`config.mk`:
```
export PLATFORM = sky130hd
export DESIGN_NAME = idma_obi_ctrl_mc_bridge
export DESIGN_NICKNAME = d
export VERILOG_FILES = /design/src/rtl/idma_obi_ctrl_mc_bridge_pkg.sv /design/src/rtl/idma_obi_ctrl_mc_bridge.sv
export SDC_FILE = /design/constraint.sdc
export NUM_CORES = 1
export LEC_CHECK = 0
export ABC_CLOCK_PERIOD_IN_PS = 1900
export BUFFER_PORTS_ARGS = -buffer_cell sky130_fd_sc_hd__clkbuf_2
export CORE_ASPECT_RATIO = 0.9
export CORE_MARGIN = 4
export CORE_UTILIZATION = 41
export CTS_CLUSTER_SIZE = 28
export DETAILED_ROUTE_END_ITERATION = 8
export HOLD_SLACK_MARGIN = 0.03
export PLACE_DENSITY = 0.75
export SYNTH_ARGS = -nofsm -noshare
export SYNTH_HDL_FRONTEND = slang
export SYNTH_SLANG_ARGS = --single-unit
```
`constraint.sdc`:
```
create_clock -name clk_i -period 1.9 [get_ports clk_i]
set_input_delay 0.38 -clock clk_i [delete_from_list [all_inputs] [get_ports clk_i]]
set_output_delay 0.38 -clock clk_i [all_outputs]
set_load 0.03 [all_outputs]
```
`src/rtl/idma_obi_ctrl_mc_bridge_pkg.sv`:
```
// Tile-level address constant and the OBI / iDMA reg32_3d frontend port types used by the
// control bridge.
package idma_obi_ctrl_mc_bridge_pkg;

  localparam logic [31:0] IDMA_CTRL_ADDR_START = 32'h0002_0000;
  localparam int unsigned ObiAidWidth = 4;

  typedef struct packed {
    logic [31:0]            addr;
    logic                   we;
    logic [3:0]             be;
    logic [31:0]            wdata;
    logic [ObiAidWidth-1:0] aid;
  } obi_a_chan_t;

  typedef struct packed {
    logic        req;
    obi_a_chan_t a;
  } obi_req_t;

  typedef struct packed {
    logic [31:0]            rdata;
    logic                   err;
    logic [ObiAidWidth-1:0] rid;
    logic                   r_optional;
  } obi_r_chan_t;

  typedef struct packed {
    logic        gnt;
    logic        rvalid;
    obi_r_chan_t r;
  } obi_rsp_t;

  typedef struct packed {
    logic [31:0] addr;
    logic        write;
    logic [31:0] wdata;
    logic [3:0]  wstrb;
    logic        valid;
  } idma_fe_reg_req_t;

  typedef struct packed {
    logic        ready;
    logic [31:0] rdata;
    logic        error;
  } idma_fe_reg_rsp_t;

endpackage

```
`src/rtl/idma_obi_ctrl_mc_bridge.sv`:
```
// OBI slave to N-channel iDMA reg32_3d frontend bridge: decodes channel and register offset,
// forwards with valid/ready and returns a registered OBI response (error and timeout aware).
module idma_obi_ctrl_mc_bridge
  import idma_obi_ctrl_mc_bridge_pkg::*;
#(
  parameter int unsigned N_CH      = 2,
  parameter logic [31:0] BASE_ADDR = IDMA_CTRL_ADDR_START,
  parameter logic [31:0] CH_STRIDE = 32'h200,
  parameter logic [15:0] TIMEOUT   = 16'd255
) (
  input  logic                        clk_i,
  input  logic                        rst_i,
  input  obi_req_t                    obi_req_i,
  output obi_rsp_t                    obi_rsp_o,
  output idma_fe_reg_req_t [N_CH-1:0] idma_req_o,
  input  idma_fe_reg_rsp_t [N_CH-1:0] idma_rsp_i,
  output logic                        busy_o,
  output logic                        timeout_o
);

  localparam int unsigned ChW       = (N_CH > 1) ? $clog2(N_CH) : 1;
  localparam int unsigned StrideLog = $clog2(CH_STRIDE);

  typedef enum logic [1:0] {StIdle, StReq, StRsp, StErr} state_e;

  state_e                 state_q, state_d;
  logic [ChW-1:0]         ch_q, ch_d;
  logic [11:0]            off_q, off_d;
  logic                   we_q, we_d;
  logic [3:0]             be_q, be_d;
  logic [31:0]            wdata_q, wdata_d;
  logic [ObiAidWidth-1:0] aid_q, aid_d;
  logic [31:0]            rdata_q, rdata_d;
  logic                   err_q, err_d;
  logic [15:0]            cnt_q, cnt_d;
  logic                   timeout_q, timeout_d;

  logic [31:0] rel, ch_full, off_full;
  logic        dec_valid, gnt, rvalid;

  // Register map: contiguous words 0x00..0xC0, then even words 0xD0..0x110.
  function automatic logic off_ok(input logic [31:0] off);
    return (off[1:0] == 2'b00) &&
           ((off <= 32'h0C0) || ((off >= 32'h0D0) && (off <= 32'h110) && !off[2]));
  endfunction

  always_comb begin
    rel       = obi_req_i.a.addr - BASE_ADDR;
    ch_full   = rel >> StrideLog;
    off_full  = rel & (CH_STRIDE - 32'd1);
    dec_valid = (obi_req_i.a.addr >= BASE_ADDR) && (ch_full < N_CH) && off_ok(off_full);
  end

  // The error cycle is handled like a response cycle, so it can also accept the next access.
  assign gnt = obi_req_i.req && (state_q != StReq);

  always_comb begin
    state_d   = state_q;
    ch_d      = ch_q;
    off_d     = off_q;
    we_d      = we_q;
    be_d      = be_q;
    wdata_d   = wdata_q;
    aid_d     = aid_q;
    rdata_d   = rdata_q;
    err_d     = err_q;
    cnt_d     = cnt_q;
    timeout_d = 1'b0;

    case (state_q)
      StReq: begin
        cnt_d = cnt_q + 16'd1;
        if (idma_rsp_i[ch_q].ready) begin
          rdata_d = idma_rsp_i[ch_q].rdata;
          err_d   = idma_rsp_i[ch_q].error;
          state_d = StRsp;
        end else if ((TIMEOUT != 16'd0) && (cnt_d == TIMEOUT)) begin
          timeout_d = 1'b1;
          state_d   = StErr;
        end
      end
      default: begin
        if (gnt) begin
          ch_d    = ch_full[ChW-1:0];
          off_d   = off_full[11:0];
          we_d    = obi_req_i.a.we;
          be_d    = obi_req_i.a.be;
          wdata_d = obi_req_i.a.wdata;
          aid_d   = obi_req_i.a.aid;
          cnt_d   = 16'd0;
          state_d = dec_valid ? StReq : StErr;
        end else begin
          state_d = StIdle;
        end
      end
    endcase
  end

  always_ff @(posedge clk_i) begin
    if (rst_i) begin
      state_q   <= StIdle;
      ch_q      <= '0;
      off_q     <= '0;
      we_q      <= 1'b0;
      be_q      <= '0;
      wdata_q   <= '0;
      aid_q     <= '0;
      rdata_q   <= '0;
      err_q     <= 1'b0;
      cnt_q     <= '0;
      timeout_q <= 1'b0;
    end else begin
      state_q   <= state_d;
      ch_q      <= ch_d;
      off_q     <= off_d;
      we_q      <= we_d;
      be_q      <= be_d;
      wdata_q   <= wdata_d;
      aid_q     <= aid_d;
      rdata_q   <= rdata_d;
      err_q     <= err_d;
      cnt_q     <= cnt_d;
      timeout_q <= timeout_d;
    end
  end

  assign rvalid = (state_q == StRsp) || (state_q == StErr);

  always_comb begin
    obi_rsp_o          = '0;
    obi_rsp_o.gnt      = gnt;
    obi_rsp_o.rvalid   = rvalid;
    obi_rsp_o.r.rdata  = (state_q == StRsp) ? rdata_q : 32'h0;
    obi_rsp_o.r.err    = (state_q == StErr) || ((state_q == StRsp) && err_q);
    obi_rsp_o.r.rid    = rvalid ? aid_q : '0;
  end

  always_comb begin
    idma_req_o = '0;
    if (state_q == StReq) begin
      idma_req_o[ch_q].addr  = {20'h0, off_q};
      idma_req_o[ch_q].write = we_q;
      idma_req_o[ch_q].wdata = wdata_q;
      idma_req_o[ch_q].wstrb = be_q;
      idma_req_o[ch_q].valid = 1'b1;
    end
  end

  assign busy_o    = (state_q != StIdle);
  assign timeout_o = timeout_q;

endmodule

```
==> flow_metrics.env, run 1 <==
export IMPL_status="complete, but fails checks"
export IMPL_violations="setup timing"
export IMPL_clkLatencyLatePin_ns=0.34
export IMPL_holdCritStartpoint="obi_req_i[37]"
export IMPL_cts_htree_levels=3
export IMPL_synth_lib_cells_used_distinct=46
export IMPL_sequential_standard_cell_area_um2=2076
export IMPL_clock_sinks=103
export IMPL_grtUsageTotal_pct=20.96
export IMPL_io_pin_count=326
export IMPL_worst_endpoint_arrival_ns=1.54
export IMPL_yosys_warnings=0
export IMPL_static_leak_nw=3.855
export IMPL_placement_io_buffers=278
export IMPL_grt_pass1_wl_um=27900
export IMPL_post_cts_hold_buffer_count=0
export IMPL_first_global_vias=5528
export IMPL_synth_cells_most_frequent="nand2_1, dfxtp_1, and2_1, a21oi_1, nor2_1"
export IMPL_cellPowerDensity_nw_per_um2=645.3
export IMPL_synth_yosys_seq_area_share_pct=35.90
export IMPL_regToRegSetupSlack_ns=0.06
export IMPL_wire_per_inst_um=16.81
export IMPL_cell_internal_pwr_mw=3.819
export IMPL_max_clock_skew_ns=0.01138
export IMPL_cp_required_ns=1.52
export IMPL_timing_max_cap_violations=0
export IMPL_final_hold_viol_count=0
export IMPL_switching_share_pct=29.98
export IMPL_routabilityCongestion=0.9300
export IMPL_cts_made_buffers=9
export IMPL_post_synth_top_count_cell="nand2_1"
export IMPL_drtIter0Drc=357
export IMPL_tightestPinTransition_ns=0.5558
export IMPL_num_vias=6145
export IMPL_hpwl_um=13120
export IMPL_grt_antenna_before_repair=0
export IMPL_root_buffer="clkbuf_16"
export IMPL_synth_enable_flop_cells=0
export IMPL_synth_largest_area_cell="dfxtp_1"
export IMPL_worst_hold_path_endpoint="be_q[1]"
export IMPL_fillers=1173
export IMPL_worst_hold_path_num_cells=3
export IMPL_cts_tree="yes"
export IMPL_critPathLaunchType="register"
export IMPL_ctsLongestPathBuffers=2
export IMPL_synth_largest_type_area_fraction_pct=35.90
export IMPL_clock_fmax_ghz=0.5199
export IMPL_dominantRegCellSynth="dfxtp_1"
export IMPL_ant_nets=0
export IMPL_report_final_setup_viol=26
export IMPL_cpMaxStageDelayCell="dfxtp_4"
export IMPL_initial_standard_cell_utilization_of_the_core_pct=42.51
export IMPL_vias_per_cell=5.177
export IMPL_max_vdd_ir_drop_v=0.0005415
export IMPL_layout_area_overhead_vs_synth_pct=47.14
export IMPL_netSwitchingPower_mw=1.635
export IMPL_post_route_min_period_ns=1.924
export IMPL_share_comb_of_total_power_pct=20.1
export IMPL_core_um2=13510
export IMPL_finalNetCount=1161
export IMPL_timing_max_transition_violations_final=0
export IMPL_power_sequential_fraction_pct=43.3
export IMPL_final_setup_worst_slack_ns=-0.02355
export IMPL_grt_ovfl_total=0
export IMPL_timing_slew_headroom_pct=62.95
export IMPL_cts_clk_slew_worst_paths_ns=0.08
export IMPL_synth_ff_latch_count=103
export IMPL_synth_async_reset_ratio_pct=0
export IMPL_pre_cts_slack_ns=0.1476
export IMPL_grt_max_degree=67
export IMPL_synthesis_instances=748
export IMPL_multiInputGateArea_um2=3420
export IMPL_syn_mean_instance_area_um2=7.679
export IMPL_crit_type="reg2out"
export IMPL_worst_r2r_path_depth=8
export IMPL_hold_path_class="in2reg"
export IMPL_min_period_over_period_pct=101.2
export IMPL_drt_pass1_iterations=4
export IMPL_drc_violations_left=0
export IMPL_totalWireLength_um=19960
export IMPL_critical_path_reg2reg_endpoint="timeout_o"
export IMPL_rsz0062_at_grt="yes"
export IMPL_synth_area_leaders="dfxtp_1, and2_1, nand2_1"
export IMPL_critPathMaxStageDelay_ns=0.38
export IMPL_power_share_clock_pct=36.5
export IMPL_die_width_um=132.8
export IMPL_synthesis_area_um2=5744
export IMPL_die_area_um2=15970
export IMPL_final_layout_size_suffix_gt1_share_pct=38.17
export IMPL_critical_path_cell_chain="nand2b_4 -> nor2_4 -> buf_6 -> and2_1 -> clkbuf_4"
export IMPL_worstReg2RegStart="state_q[0]"
export IMPL_worstSetupEndpointType="output port"
export IMPL_antennaDiodeCount=0
export IMPL_worst_case_hold_slack_ns=0.2489
export IMPL_setup_tns_final_ns=-0.2028
export IMPL_path_max_fanout=20
export IMPL_die_height_um=120.3
export IMPL_core_rowCount=40
[cell families (layout without fill, tap and decap cells)]
kind of cell / after synthesis / in the layout / synth area share (%)
multiplexers: 35 / 35 / 6.099
XOR/XNOR: 7 / 7 / 1.067
other: 1 / 47 / 0.06528
adder cells (fa/ha/maj): 3 / 3 / 0.6535
flip-flops: 103 / 103 / 35.90
AO/OA/AOI/OAI: 137 / 137 / 14.66
buffers and inverters: 118 / 343 / 11.30
AND/OR/NAND/NOR: 344 / 344 / 30.26
[power by group through the flow]
| stage | combinational (mW) | clock [mW] | sequential [mW] |
|---|---|---|---|
| global route | 1.19 | 2.12 | 2.37 |
| global placement | 0.962 | 0 | 2.40 |
| detailed placement | 0.973 | 0 | 2.40 |
| floorplan | 0.709 | 0 | 2.37 |
| CTS | 0.995 | 2.04 | 2.35 |
| finish | 1.10 | 1.99 | 2.36 |
[layout by cell type (no fill, tap or decap), types with 13 or more instances in the layout]
cell type / n
buf_6: 68
a211oi_1: 35
o21ai_0: 13
dfxtp_1: 98
nor2_1: 54
and3_4: 32
and2_1: 77
mux2i_1: 35
clkbuf_4: 26
clkbuf_2: 167
a21oi_1: 67
and3_1: 17
nand2_1: 113
buf_4: 31
clkbuf_16: 14
conb_1: 47
[worst max-delay path, delay by kind of cell (launching register included)]
family | cells | cell delay (ns)
buffers and inverters | 2 | 0.37
DFF | 1 | 0.38
and+or+nand+nor | 3 | 0.45
[metal layers]
metal | GRT usage (%) | wire length, um | share of wire (%)
met1 | 27.17 | 8139 | 41
met2 | 33.96 | 9589 | 48
met3 | 6.115 | 1766 | 8.8
met4 | 6.234 | 461 | 2.3
met5 | 0 | 0 | 0
[layout make-up]
type / count / area share (%)
well taps: 168 / 2.487
repair buffers: 319 / 28.30
clock inverters: 6 / 0.8586
clock buffers: 10 / 2.961
flip-flops and latches: 103 / 24.56
multi-input cells: 573 / 40.46
inverters: 8 / 0.3701
[what timing repair did]
item | CTS | global route
buffers inserted | 0 | 4
gates resized for setup | 83 | 250
gates cloned | 0 | 6
setup endpoints to repair | 117 | 113
pin swaps | 0 | 3
[sequential cells by signal, indices dropped and copies added, names as in the netlist]
| name | cells |
|---|---|
| aid_q | 4 |
| be_q | 4 |
| ch_q | 1 |
| cnt_q | 16 |
| err_q | 1 |
| off_q | 9 |
| rdata_q | 32 |
| state_q | 2 |
| timeout_o | 1 |
| wdata_q | 32 |
| we_q | 1 |
[through the flow]
stage                     instance area [um2]  instances  util (%)  power [mW]
after CTS                                7772       1177     57.52       5.384
after global placement                   7221       1161     53.44       3.359
after detailed placement                 7221       1161     53.44       3.373
final                                    8452       1187     62.55       5.454
after global routing                     8452       1187     62.55       5.683
after floorplan                          5917        794         -       3.074
[worst max-delay path by stage]
stage	from	slack [ns]	endpoint
6_report	state_q[1]	-0.02	idma_req_o[25]
3_5_place_dp	state_q[1]	0.15	idma_req_o[23]
5_1_grt	state_q[1]	-0.09	idma_req_o[14]
4_1_cts	state_q[1]	-0.02	idma_req_o[23]
3_3_place_gp	state_q[1]	0.18	idma_req_o[22]
2_1_floorplan	state_q[1]	0.07	idma_req_o[38]
(Power assumes the default switching activity.)
==> run 2, diff against run 1 <==
Settings changed: ABC_AREA from default to 1, RECOVER_POWER from default to 50.
==> run 2 against run 1 <==
The run still ends with setup timing left. Setup slack worse by 0.045 ns. Combinational power is 31% higher. Via count rose by 10%. Total power grew 4.1%. Critical path depth rose by 3. Synthesized area increased by 0.50%. Critical path type unchanged. Largest power group unchanged.
==> flow_metrics.env, run 2 <==
export IMPL_sequential_standard_cell_area_um2=2068
export IMPL_cts_made_buffers=9
export IMPL_core_um2=13560
export IMPL_synthesis_area_um2=5773
export IMPL_instances_no_fill=1384
export IMPL_setup_tns_final_ns=-2.581
export IMPL_num_vias=6790
export IMPL_post_route_min_period_ns=1.969
export IMPL_clock_sinks=103
export IMPL_layout_area_overhead_vs_synth_pct=60.75
export IMPL_timing_slew_headroom_pct=51.22
export IMPL_synth_async_reset_ratio_pct=0
export IMPL_yosys_warnings=0
export IMPL_timing_max_transition_violations_final=0
export IMPL_report_final_setup_viol=79
export IMPL_drtIter0Drc=530
export IMPL_grt_max_degree=67
export IMPL_synth_adder_area_share_pct=0.6502
export IMPL_grtUsageTotal_pct=23.37
export IMPL_multiInputGateArea_um2=3436
export IMPL_core_rowCount=40
export IMPL_final_setup_worst_slack_ns=-0.06879
export IMPL_worstSetupEndpointType="output port"
export IMPL_status="complete, but fails checks"
export IMPL_grt_antenna_before_repair=0
export IMPL_cp_required_ns=1.52
export IMPL_die_width_um=133.1
export IMPL_min_period_over_period_pct=103.6
export IMPL_hpwl_um=14030
export IMPL_cellPowerDensity_nw_per_um2=611.6
export IMPL_power_share_clock_pct=33.0
export IMPL_synth_largest_area_cell="dfxtp_1"
export IMPL_final_layout_size_suffix_gt1_share_pct=37.41
export IMPL_static_leak_nw=4.091
export IMPL_synth_yosys_seq_area_share_pct=35.72
export IMPL_placed_cells=1358
export IMPL_largestRegisters="rdata_q: 32 flops, wdata_q: 32 flops, cnt_q: 16 flops"
export IMPL_antennaDiodeCount=0
export IMPL_rsz0062_at_grt="yes"
export IMPL_synthesis_instances=916
export IMPL_die_height_um=120.6
export IMPL_post_synth_top_count_cell="nor2_1"
export IMPL_hold_path_class="in2reg"
export IMPL_synth_cells_most_frequent="nor2_1, nand2_1, inv_1, dfxtp_1, o21ai_0"
export IMPL_max_vdd_ir_drop_v=0.0004115
export IMPL_max_clock_skew_ns=0.009573
export IMPL_final_area_um2=9280
export IMPL_violations="setup timing"
export IMPL_power_sequential_fraction_pct=41.6
export IMPL_cell_internal_pwr_mw=3.824
export IMPL_vias_per_cell=4.906
export IMPL_cts_tree="yes"
export IMPL_netSwitchingPower_mw=1.851
export IMPL_share_comb_of_total_power_pct=25.4
export IMPL_layout_cells_most_common_list="nand2_1, clkbuf_2, inv_1, dfxtp_1, nor2_1"
export IMPL_final_hold_viol_count=0
export IMPL_synth_largest_type_area_fraction_pct=35.72
export IMPL_first_global_vias=6256
export IMPL_drt_pass1_iterations=5
export IMPL_synth_area_leaders="dfxtp_1, nor2_1, nand2_1"
export IMPL_path_max_fanout=11
export IMPL_routabilityCongestion=0.8709
export IMPL_initial_standard_cell_utilization_of_the_core_pct=42.56
export IMPL_mostFrequentLayoutCell="nand2_1"
export IMPL_root_buffer="clkbuf_16"
export IMPL_total_power_mw=5.676
export IMPL_synth_compound_area_share_pct=16.71
export IMPL_cts_clk_slew_worst_paths_ns=0.08
export IMPL_ctsLongestPathBuffers=2
export IMPL_timing_max_cap_violations=0
export IMPL_critPathLaunchType="register"
export IMPL_ant_nets=0
export IMPL_synth_enable_flop_cells=0
export IMPL_synthXorXnorAreaFrac_pct=0.3034
export IMPL_synth_lib_cells_used_distinct=31
export IMPL_main_combinational_cell_family_by_area_after_synthesis="simple AND/OR/NAND/NOR gates"
export IMPL_syn_mean_instance_area_um2=6.302
export IMPL_clkLatencyLatePin_ns=0.34
export IMPL_switching_share_pct=32.62
export IMPL_dominantRegCellSynth="dfxtp_1"
export IMPL_grt_pass1_wl_um=30770
export IMPL_placement_io_buffers=278
export IMPL_fillers=1139
export IMPL_io_pin_count=326
export IMPL_drc_violations_left=0
export IMPL_totalWireLength_um=21880
export IMPL_pre_cts_slack_ns=0.07666
export IMPL_finalNetCount=1337
export IMPL_synth_area_mux_share_pct=0.1734
export IMPL_synth_simple_area_share_pct=28.09
export IMPL_worst_case_hold_slack_ns=0.2683
export IMPL_crit_type="reg2out"
export IMPL_tightestPinTransition_ns=0.7317
export IMPL_synth_ff_latch_count=103
export IMPL_worst_endpoint_arrival_ns=1.59
export IMPL_clock_fmax_ghz=0.5079
export IMPL_die_area_um2=16050
export IMPL_post_cts_hold_buffer_count=0
export IMPL_grt_ovfl_total=0
export IMPL_cts_htree_levels=3
export IMPL_wire_per_inst_um=15.81
export IMPL_dpl_cell_area_um2=7752
export IMPL_final_core_utilization_pct=68.42
[run 2: power by group through the flow]
stage | Clock, mW | Sequential [mW] | Combinational (mW)
global route | 2.01 | 2.37 | 1.55
global placement | 0 | 2.39 | 1.20
CTS | 1.94 | 2.35 | 1.31
finish | 1.87 | 2.36 | 1.44
floorplan | 0 | 2.38 | 0.913
detailed placement | 0 | 2.40 | 1.22
[run 2: final cells by class]
| class | instances | share of cell area (%) |
|---|---|---|
| repair buffers | 317 | 29.62 |
| clock inverters | 7 | 0.8359 |
| clock buffers | 9 | 2.427 |
| flip-flops and latches | 103 | 22.29 |
| well taps | 189 | 2.548 |
| multi-input cells | 634 | 37.02 |
| inverters | 125 | 5.258 |
[run 2: critical path: stages, from the launching register on]
cell and delay [ns]:
dfxtp_2 0.35, inv_4 0.05, nor2_8 0.09, inv_4 0.06, nor2_4 0.13, inv_6 0.10
clkbuf_16 0.20, nor2_4 0.10, clkbuf_8 0.16
[run 2: layer usage]
layer / routed length [um] / up-vias / GRT usage [%] / part of all wire (%)
li1: - / 3331 / - / -
met1: 8294 / 3090 / 27.38 / 38
met2: 11190 / 317 / 41.18 / 51
met3: 1671 / 52 / 5.491 / 7.6
met4: 720 / 0 / 9.351 / 3.3
met5: 0 / - / 0 / 0
[run 2: repair_timing]
action                     CTS  global route
gates cloned                 1             4
resized for setup          210           117
pin swaps                    0             3
setup endpoints to repair  124           121
setup buffers                4             1
[run 2: path summary, 6_finish.rpt]
path	startpoint	end	slack, ns	cells after the start
setup / recovery	state_q[0]	idma_req_o[79]	-0.07	8
hold / removal	obi_req_i[3]	aid_q[3]	0.27	3
setup reg to reg	state_q[0]	wdata_q[11]	0.11	8
hold reg to reg	cnt_q[15]	cnt_q[15]	0.48	2
[run 2: cells by family after synthesis]
| group | Yosys count |
|---|---|
| buffers and inverters | 225 |
| multiplexers | 1 |
| flip-flops | 103 |
| AO/OA/AOI/OAI | 184 |
| adder cells (fa/ha/maj) | 3 |
| other | 1 |
| AND/OR/NAND/NOR | 397 |
| XOR/XNOR | 2 |
==> run 3, diff against run 2 <==
Settings changed: CORE_AREA from default to 2 2 126 128, CORE_ASPECT_RATIO 0.9 to default, CORE_MARGIN 4 to default, CORE_UTILIZATION 41 to default, DIE_AREA from default to 0 0 128 130, PLACE_DENSITY 0.75 to 0.7.
==> run 3 against run 2 <==
The flow still finishes with violations (setup timing). Via count down 3.3%. Wire length decreased by 9.6%. Global-route usage down 2.2 points. Count of clock-buffer cells in the layout is 1 higher. Maximum frequency fell by 5.6%. Hold slack worse by 0.0091 ns. Cell count unchanged. Critical path type unchanged. Critical endpoint is now idma_req_o[45]. Largest cell class unchanged.
==> flow_metrics.env, run 3 (same netlist as run 2, synthesis figures left out) <==
export IMPL_status="complete, but fails checks"
export IMPL_violations="setup timing"
export IMPL_core_rowCount=46
export IMPL_ctsLongestPathBuffers=2
export IMPL_final_setup_worst_slack_ns=-0.1845
export IMPL_die_area_um2=16640
export IMPL_grt_pass1_wl_um=28020
export IMPL_totalWireLength_um=19780
export IMPL_worstSetupEndpointType="output port"
export IMPL_finalNetCount=1334
export IMPL_final_layout_size_suffix_gt1_share_pct=38.51
export IMPL_largestRegisters="rdata_q: 32 flops, wdata_q: 32 flops, cnt_q: 16 flops"
export IMPL_crit_type="reg2out"
export IMPL_timing_max_transition_violations_final=0
export IMPL_first_global_vias=5621
export IMPL_antennaDiodeCount=0
export IMPL_report_final_setup_viol=93
export IMPL_max_vdd_ir_drop_v=0.0004706
export IMPL_wire_per_inst_um=14.29
export IMPL_mostFrequentLayoutCell="nand2_1"
export IMPL_critical_path_top_delay_family="buffers and inverters"
export IMPL_cpMaxStageDelayCell="dfxtp_2"
export IMPL_root_buffer="clkbuf_16"
export IMPL_crit_top_cell="nor2_4"
export IMPL_drc_violations_left=0
export IMPL_cts_made_buffers=9
export IMPL_cts_tree="yes"
export IMPL_drtIter0Drc=393
export IMPL_die_height_um=130
export IMPL_critPathMaxStageDelay_ns=0.36
export IMPL_rsz0062_at_grt="yes"
export IMPL_final_core_utilization_pct=59.73
export IMPL_hpwl_um=12970
export IMPL_min_period_over_period_pct=109.7
export IMPL_placement_io_buffers=278
export IMPL_max_clock_skew_ns=0.006183
export IMPL_drt_pass1_iterations=5
export IMPL_ant_nets=0
export IMPL_cts_htree_levels=3
export IMPL_core_um2=15420
export IMPL_initial_standard_cell_utilization_of_the_core_pct=37.43
export IMPL_grtUsageTotal_pct=21.20
export IMPL_critical_path_cell_chain="inv_4 -> nor2_8 -> inv_6 -> nor2_4 -> clkinv_4 -> buf_12 -> buf_16 -> nor2_4 -> buf_8"
export IMPL_worst_endpoint_arrival_ns=1.70
export IMPL_vias_per_cell=4.745
export IMPL_timing_max_cap_violations=0
export IMPL_die_width_um=128
export IMPL_hold_path_class="in2reg"
export IMPL_cts_clk_slew_worst_paths_ns=0.07
export IMPL_layout_area_overhead_vs_synth_pct=59.60
export IMPL_clock_fmax_ghz=0.4797
export IMPL_post_cts_hold_buffer_count=0
export IMPL_post_route_min_period_ns=2.084
export IMPL_dpl_cell_area_um2=7737
export IMPL_num_vias=6567
export IMPL_clkLatencyLatePin_ns=0.35
export IMPL_grt_max_degree=67
export IMPL_grt_antenna_before_repair=0
export IMPL_path_max_fanout=6
export IMPL_static_leak_nw=4.062
export IMPL_final_hold_viol_count=0
export IMPL_layout_cells_most_common_list="nand2_1, clkbuf_2, inv_1, dfxtp_1, nor2_4"
export IMPL_routabilityCongestion=0.8959
export IMPL_io_pin_count=326
export IMPL_cellPowerDensity_nw_per_um2=604.2
export IMPL_worst_path_buf_inv=6
export IMPL_cp_required_ns=1.52
export IMPL_grt_ovfl_total=0
export IMPL_clock_sinks=103
export IMPL_critPathLaunchType="register"
export IMPL_final_area_um2=9214
==> run 3: cell count changes in the layout (fill, tap and decap cells not counted), sizes merged <==
cell      previous run  this run
buf                 94       110
bufbuf               0         1
bufinv               1         0
clkbuf             232       213
clkinv               3         5
clkinvlp             1         2
inv                127       124
==> run 3: through the flow <==
step | cells | hold WS, ns | worst slack [ns] | total power [mW] | TNS [ns]
floorplan | 962 | 0.4502 | -0.1234 | 3.295 | -2.766
global placement | 1355 | 0.4690 | 0.1136 | 3.609 | 0
detailed placement | 1355 | 0.4737 | 0.05474 | 3.624 | 0
CTS | 1380 | 0.2485 | -0.1847 | 5.501 | -10.76
global route | 1384 | 0.2604 | -0.2476 | 5.827 | -16.70
finish | 1384 | 0.2593 | -0.1845 | 5.567 | -9.999
==> run 3: final cells by class <==
cell class / count / area (um2)
fill: 1361 / 6211
multi-input combinational: 634 / 3511
timing repair buffer: 314 / 2634
sequential: 103 / 2067
inverter: 125 / 488.0
tap: 192 / 240.2
clock buffer: 10 / 229.0
clock inverter: 6 / 45.04
==> run 3: what timing repair did <==
item,in CTS,in global routing
buffers inserted,5,3
pin swaps,2,5
endpoints found under the setup margin,125,127
resized for setup,168,174
cloned,4,3
==> run 3: worst reg2reg max path, stage by stage (launching register included) <==
cell     delay [ns]
dfxtp_1        0.40
ha_2           0.26
nand2_1        0.14
nor2_4         0.19
nand4_1        0.10
nand2_1        0.08
inv_1          0.05
nor2_1         0.14
nand3_1        0.14
a21oi_2        0.19
==> run 3: final timing paths <==
kind                     start        endpoint  slack [ns]  depth (start not counted)
setup reg to reg      cnt_q[1]      state_q[1]        0.15                          9
hold reg to reg      cnt_q[15]       cnt_q[15]        0.48                          2
hold / removal    obi_req_i[0]        aid_q[0]        0.26                          3
setup / recovery    state_q[0]  idma_req_o[45]       -0.18                          9
==> run 3: where the power goes <==
group          internal, mW  switching, mW  total [mW]
Combinational         0.504          0.948        1.45
Clock                 0.900          0.863        1.76
Sequential             2.30         0.0551        2.35
==> run 3: layer usage <==
metal | wire [um] | vias up | GRT usage [%]
met5 | 0 | - | 0
met4 | 421 | 0 | 7.304
met3 | 1302 | 29 | 4.510
met2 | 9815 | 284 | 37.46
met1 | 8244 | 2933 | 25.67
li1 | - | 3321 | -
